$ cat src/rtl/uart_ctrl_pkg.sv
// Shared types and defaults for the UART transmit-side controllers.
// Holds the arbiter state encoding, requester count and transfer timeout default.
package uart_ctrl_pkg;

    localparam int NUM_REQ_DEF        = 4;
    localparam int TIMEOUT_CYCLES_DEF = 8000;
    localparam int ID_W               = 2;

    typedef enum logic [1:0] {
        IDLE      = 2'd0,
        START     = 2'd1,
        WAIT_CLR  = 2'd2,
        WAIT_DONE = 2'd3
    } tx_state_e;

    // Round-robin successor of a requester index; wraps 3 -> 0.
    function automatic logic [ID_W-1:0] next_id(input logic [ID_W-1:0] id);
        return id + {{(ID_W-1){1'b0}}, 1'b1};
    endfunction

endpackage

$ cat src/rtl/rr_arbiter.sv
// Combinational round-robin winner select: first valid requester at or after ptr,
// wrapping past the highest index back to 0.
module rr_arbiter
    import uart_ctrl_pkg::*;
#(
    parameter int NUM_REQ = NUM_REQ_DEF
) (
    input  logic [NUM_REQ-1:0] valid,
    input  logic [ID_W-1:0]    ptr,
    output logic [ID_W-1:0]    winner,
    output logic               any
);

    logic [ID_W-1:0] idx_s;
    logic            found_s;

    // Scan from ptr upward; the first valid index seen wins.
    always_comb begin
        winner  = {ID_W{1'b0}};
        found_s = 1'b0;
        idx_s   = ptr;
        for (int i = 0; i < NUM_REQ; i++) begin
            idx_s   = ptr + ID_W'(i);
            winner  = (!found_s && valid[idx_s]) ? idx_s : winner;
            found_s = found_s | valid[idx_s];
        end
        any = |valid;
    end

endmodule

$ cat src/rtl/uart_tx_arbiter.sv
// Round-robin arbiter feeding bytes from NUM_REQ requesters to one UART transmitter,
// with a per-transfer completion timeout.
module uart_tx_arbiter
    import uart_ctrl_pkg::*;
#(
    parameter int NUM_REQ        = NUM_REQ_DEF,
    parameter int TIMEOUT_CYCLES = TIMEOUT_CYCLES_DEF
) (
    input  logic                 clk,
    input  logic                 reset,
    input  logic                 enable,
    input  logic [NUM_REQ-1:0]   req_valid,
    input  logic [8*NUM_REQ-1:0] req_data,
    output logic [NUM_REQ-1:0]   req_ready,
    output logic                 tx_start,
    output logic [7:0]           tx_data,
    input  logic                 tx_done,
    output logic [ID_W-1:0]      grant_id,
    output logic                 busy,
    output logic                 timeout_err
);

    localparam int              CNT_W    = $clog2(TIMEOUT_CYCLES + 1);
    localparam logic [CNT_W-1:0] CNT_LAST = CNT_W'(TIMEOUT_CYCLES - 1);

    tx_state_e          state_q, state_d;
    logic [ID_W-1:0]    ptr_q, ptr_d;
    logic [NUM_REQ-1:0] ready_q, ready_d;
    logic               start_q, start_d;
    logic [7:0]         data_q, data_d;
    logic [ID_W-1:0]    gid_q, gid_d;
    logic               busy_q, busy_d;
    logic               to_q, to_d;
    logic [CNT_W-1:0]   cnt_q, cnt_d;
    logic [ID_W-1:0]    winner_s;
    logic               any_s;

    rr_arbiter #(.NUM_REQ(NUM_REQ)) u_rr (
        .valid  (req_valid),
        .ptr    (ptr_q),
        .winner (winner_s),
        .any    (any_s)
    );

    // Next-state and registered-output decode.
    always_comb begin
        state_d = state_q;
        ptr_d   = ptr_q;
        ready_d = {NUM_REQ{1'b0}};
        start_d = 1'b0;
        data_d  = data_q;
        gid_d   = gid_q;
        to_d    = 1'b0;
        cnt_d   = cnt_q;
        case (state_q)
            IDLE: begin
                cnt_d = {CNT_W{1'b0}};
                if (enable && any_s) begin
                    state_d           = START;
                    data_d            = req_data[8*winner_s +: 8];
                    gid_d             = winner_s;
                    ready_d[winner_s] = 1'b1;
                    start_d           = 1'b1;
                end else begin
                    state_d = IDLE;
                end
            end
            START: begin
                state_d = WAIT_CLR;
                cnt_d   = {CNT_W{1'b0}};
            end
            WAIT_CLR, WAIT_DONE: begin
                cnt_d = cnt_q + CNT_W'(1);
                // Completion takes priority over a timeout landing on the same cycle.
                if (state_q == WAIT_DONE && tx_done) begin
                    state_d = IDLE;
                    ptr_d   = next_id(gid_q);
                end else if (cnt_q == CNT_LAST) begin
                    state_d = IDLE;
                    ptr_d   = next_id(gid_q);
                    to_d    = 1'b1;
                end else if (state_q == WAIT_CLR && !tx_done) begin
                    state_d = WAIT_DONE;
                end else begin
                    state_d = state_q;
                end
            end
            default: begin
                state_d = IDLE;
            end
        endcase
        busy_d = (state_d != IDLE);
    end

    // State and output registers.
    always_ff @(posedge clk or posedge reset) begin
        if (reset) begin
            state_q <= IDLE;
            ptr_q   <= {ID_W{1'b0}};
            ready_q <= {NUM_REQ{1'b0}};
            start_q <= 1'b0;
            data_q  <= 8'h00;
            gid_q   <= {ID_W{1'b0}};
            busy_q  <= 1'b0;
            to_q    <= 1'b0;
            cnt_q   <= {CNT_W{1'b0}};
        end else begin
            state_q <= state_d;
            ptr_q   <= ptr_d;
            ready_q <= ready_d;
            start_q <= start_d;
            data_q  <= data_d;
            gid_q   <= gid_d;
            busy_q  <= busy_d;
            to_q    <= to_d;
            cnt_q   <= cnt_d;
        end
    end

    assign req_ready   = ready_q;
    assign tx_start    = start_q;
    assign tx_data     = data_q;
    assign grant_id    = gid_q;
    assign busy        = busy_q;
    assign timeout_err = to_q;

endmodule
$ cat config.mk
export PLATFORM = sky130hd
export DESIGN_NAME = uart_tx_arbiter
export DESIGN_NICKNAME = d
export VERILOG_FILES = /design/src/rtl/uart_ctrl_pkg.sv /design/src/rtl/rr_arbiter.sv /design/src/rtl/uart_tx_arbiter.sv
export SDC_FILE = /design/constraint.sdc
export NUM_CORES = 1
export LEC_CHECK = 0
export CORE_MARGIN = 2
export CORE_UTILIZATION = 46
export DETAILED_ROUTE_END_ITERATION = 8
export GPL_TIMING_DRIVEN = 0
export PLACE_DENSITY = 0.84
export RECOVER_POWER = 100
export SKIP_LAST_GASP = 1
export SLEW_MARGIN = 30
export SYNTH_ARGS = -nofsm -noshare
export SYNTH_HDL_FRONTEND = slang
export SYNTH_SLANG_ARGS = --single-unit
$ cat constraint.sdc
create_clock -name clk -period 2.2 [get_ports clk]
set_input_delay 0.33 -clock clk [delete_from_list [all_inputs] [get_ports clk]]
set_output_delay 0.33 -clock clk [all_outputs]
set_load 0.1 [all_outputs]
==> flow_summary_export.csv <==
group,metric,value,unit
setup_path,cp.arrival,1.80,ns
power_and_ir_drop,leakagePower,1.15,nW
routing,vias_per_cell,5.16,
logic_synthesis,synth.avg_cell_area,10.7,um^2
clock_tree,root_buffer,"clkbuf_8",
setup_path,cp_num_buf_inv,1,
sta,period_share,96.9,%
clock_tree,htree_levels,2,
setup_path,slowest_delay,1.20,ns
min_path,hold_class,"flop to flop",
placement,post-place-ws,-0.103,ns
setup_path,crit_path_end_kind,"output port",
grt,grt_pass1_wl,6.35,mm
power_and_ir_drop,ir_drop,0.000779,V
setup_path,start_kind,"flop",
sta,rsz0062_at_grt,"no",
grt,grt_pass1_vias,1355,
setup_path,ff2ff_path_depth,6,
sta,worst_pin_slew,1.25,ns
routing,met1Wirelength,1.66,mm
floorplanning,core_area,3660,um^2
flow_run,drv_cap,0,
grt,antenna_found_initial,0,
sta,skew,0.00444,ns
status,status,"completed",
setup_path,path_cells,"dlygate4sd3_1",
floorplanning,pin_count,57,
setup_path,slowest_stage,"dlygate4sd3_1",
routing,drtIter0Drc,66,
power_and_ir_drop,power_frac_comb,52.0,%
sta,finalMaxSlewViolations,0,
clock_tree,clockBufferDepth,2,
cells_and_area,nets,267,
clock_tree,clkLatencyLatePin,0.29,ns
grt,grt-ovfl-total,0,
logic_synthesis,synth_cells,163,
floorplanning,rows,22,
floorplanning,die_area,4290,um^2
routing,wl_per_cell,13.6,um
clock_tree,cts.sinks,34,
logic_synthesis,async_reset_ff_share,100,%
sta,max_freq,469,MHz
routing,drc,0,
sta,setup_ws,0.0684,ns
floorplanning,die_x,65.5,um
logic_synthesis,synth_most_common_cell,"dfrtp_1",
sta,fin_hold_ws,0.488,ns
logic_synthesis,ys_types,37,
setup_path,reg2reg_from,"cnt_q[0]",
placement,io_buffer_count,56,
grt,gr-usage-all-layers,20.0,%
logic_synthesis,netlist_top_cells_count,"dfrtp_1, mux2i_1, nor3_1",
logic_synthesis,synth_edf_count,0,
setup_path,crit_family,"buffers and inverters",
routing,routed_wl,3.75,mm
routing,drtAntennaViolNets,0,
power_and_ir_drop,switching_share,47.5,%
power_and_ir_drop,finalPower,3.05,mW
min_path,holdPathEnd,"tx_data[2]",
placement,place_congestion,0.739,
power_and_ir_drop,pwr-share-seq,30.5,%
min_path,whs_path_depth,1,
cells_and_area,fillCellCount,282,
floorplanning,initial_core_util,47.5,%
cells_and_area,drive_gt1_share,7.49,%
power_and_ir_drop,p_switching,1.45,mW
placement,detailed_place_hpwl,2.82,mm
logic_synthesis,yosysTopAreaCell,"dfrtp_1",
routing,firstDrtPassIters,4,
setup_path,crit_fanout,1,
sta,min_period,2.13,ns
setup_path,critPathRequiredTime,1.87,ns
sta,slew_headroom,16.5,%
clock_tree,cts_buffers,5,
routing,top_layer,"met4",
power_and_ir_drop,p_clk_share,17.5,%
clock_tree,cts_tree,"built",
routing,dr_wl_met3,182,um
logic_synthesis,synth_seq_cells,34,
grt,grt_max_degree,35,
logic_synthesis,syn_nets,204,
logic_synthesis,netlist_area,1740,um^2
placement,place_inst,267,
cells_and_area,area_delta_synth_final,40.8,%
logic_synthesis,synthTopCellsByArea,"dfrtp_1, mux2i_1, and2_1",
clock_tree,clkTransAtPathRegs,0.07,ns
setup_path,critical_path_class,"flop to output port",
power_and_ir_drop,power_density,1240,nW/um^2
setup_path,rr_endpoint,"busy",
cells_and_area,num_antenna_cells,0,
sta,tns,0,ns
cells_and_area,stdcell_count,275,
logic_synthesis,yosysSeqAreaShare,48.9,%
sta,hold_viol_final,0,
power_and_ir_drop,p_int,1.60,mW
routing,met2_length,1.84,mm
sta,setup_viol,0,
logic_synthesis,yosys_warnings,0,
floorplanning,die_h,65.5,um
logic_synthesis,synthFlopType,"dfrtp_1",
setup_path,reg2reg_slack,0.23,ns
min_path,worstHoldStart,"tx_data[2]",
routing,vias,1419,
logic_synthesis,synth_top_area_share,48.9,%
clock_tree,post-cts-setup-buffers,0,
## state kept, by name, indices dropped and copies added (netlist names)
register     cells
grant_id         2
busy             1
cnt_q           13
tx_data          8
ptr_q            2
tx_start         1
state_q          2
req_ready        4
timeout_err      1
## worst max-delay path by stage
| stage | startpoint | end | slack [ns] | depth (start not counted) |
|---|---|---|---|---|
| 2_1_floorplan | ptr_q[1] | tx_data[7] | 0.44 | 7 |
| 3_3_place_gp | req_valid[0] | tx_data[7] | -0.1 | 8 |
| 3_5_place_dp | req_valid[0] | tx_data[7] | -0.10 | 8 |
| 4_1_cts | grant_id[0] | grant_id[0] | 0.01 | 1 |
| 5_1_grt | tx_data[7] | tx_data[7] | 0.04 | 1 |
| 6_report | req_ready[0] | req_ready[0] | 0.07 | 1 |
## power by group through the flow
stage          logic, mW  clock network [mW]  registers (mW)
3_3_place_gp        1.61                   0           0.929
5_1_grt             1.67               0.576           0.955
2_1_floorplan      0.513                   0            1.64
6_report            1.58               0.534           0.928
3_5_place_dp        1.63                   0           0.938
4_1_cts             1.63               0.550           0.928
## kinds of logic after synthesis
family	count (synthesis)	share of synthesized area, %
mux	17	10.1
compound gates	22	9.35
xor+xnor	11	5.54
flops	34	48.9
buf+inv	12	4.39
simple gates	66	21.1
fa+ha+maj	1	0.719
## worst register-to-register path, delay by kind of cell (launching register included)
family                     cells  cell delay, ns
adders and majority gates      1            0.20
DFF                            1            0.39
and+or+nand+nor                4            1.00
AOI/OAI and AO/OA              1            0.26
## timing repair
action / in CTS / in global routing
endpoints found under the setup margin: 0 / 2
hold buffers: 0 / 0
gates resized for setup: 0 / 2
## final cells by class
class | instances | area [um^2] | area share (%)
flip-flops and latches | 34 | 851 | 34.7
multi-input cells | 117 | 807 | 32.9
repair buffers | 56 | 548 | 22.4
clock buffers | 8 | 110 | 4.49
well taps | 48 | 60.1 | 2.45
plain buffers | 8 | 58.8 | 2.40
inverters | 4 | 15.0 | 0.613
## cells in the final DEF, fill, tap and decap left out, types with 6 or more instances in the layout
cell / count
a211o_1: 8
and2_0: 10
clkbuf_8: 8
clkdlybuf4s50_1: 47
dfrtp_1: 34
dlygate4sd3_1: 7
mux2i_1: 16
nand2_1: 8
nand3_1: 6
nor2_1: 6
nor3_1: 16
xnor2_1: 7
## metrics by stage
stage	area, um^2	util, %
2_1_floorplan	1740	-
3_3_place_gp	2360	64.5
3_5_place_dp	2360	64.5
4_1_cts	2470	67.5
5_1_grt	2450	66.9
6_report	2450	66.9
## metal layers
layer	track usage [%]	up-vias
li1	-	701
met1	24.8	671
met2	32.7	42
met3	5.48	5
met4	8.59	0
met5	0	-
Power figures use the tool's default switching activity.
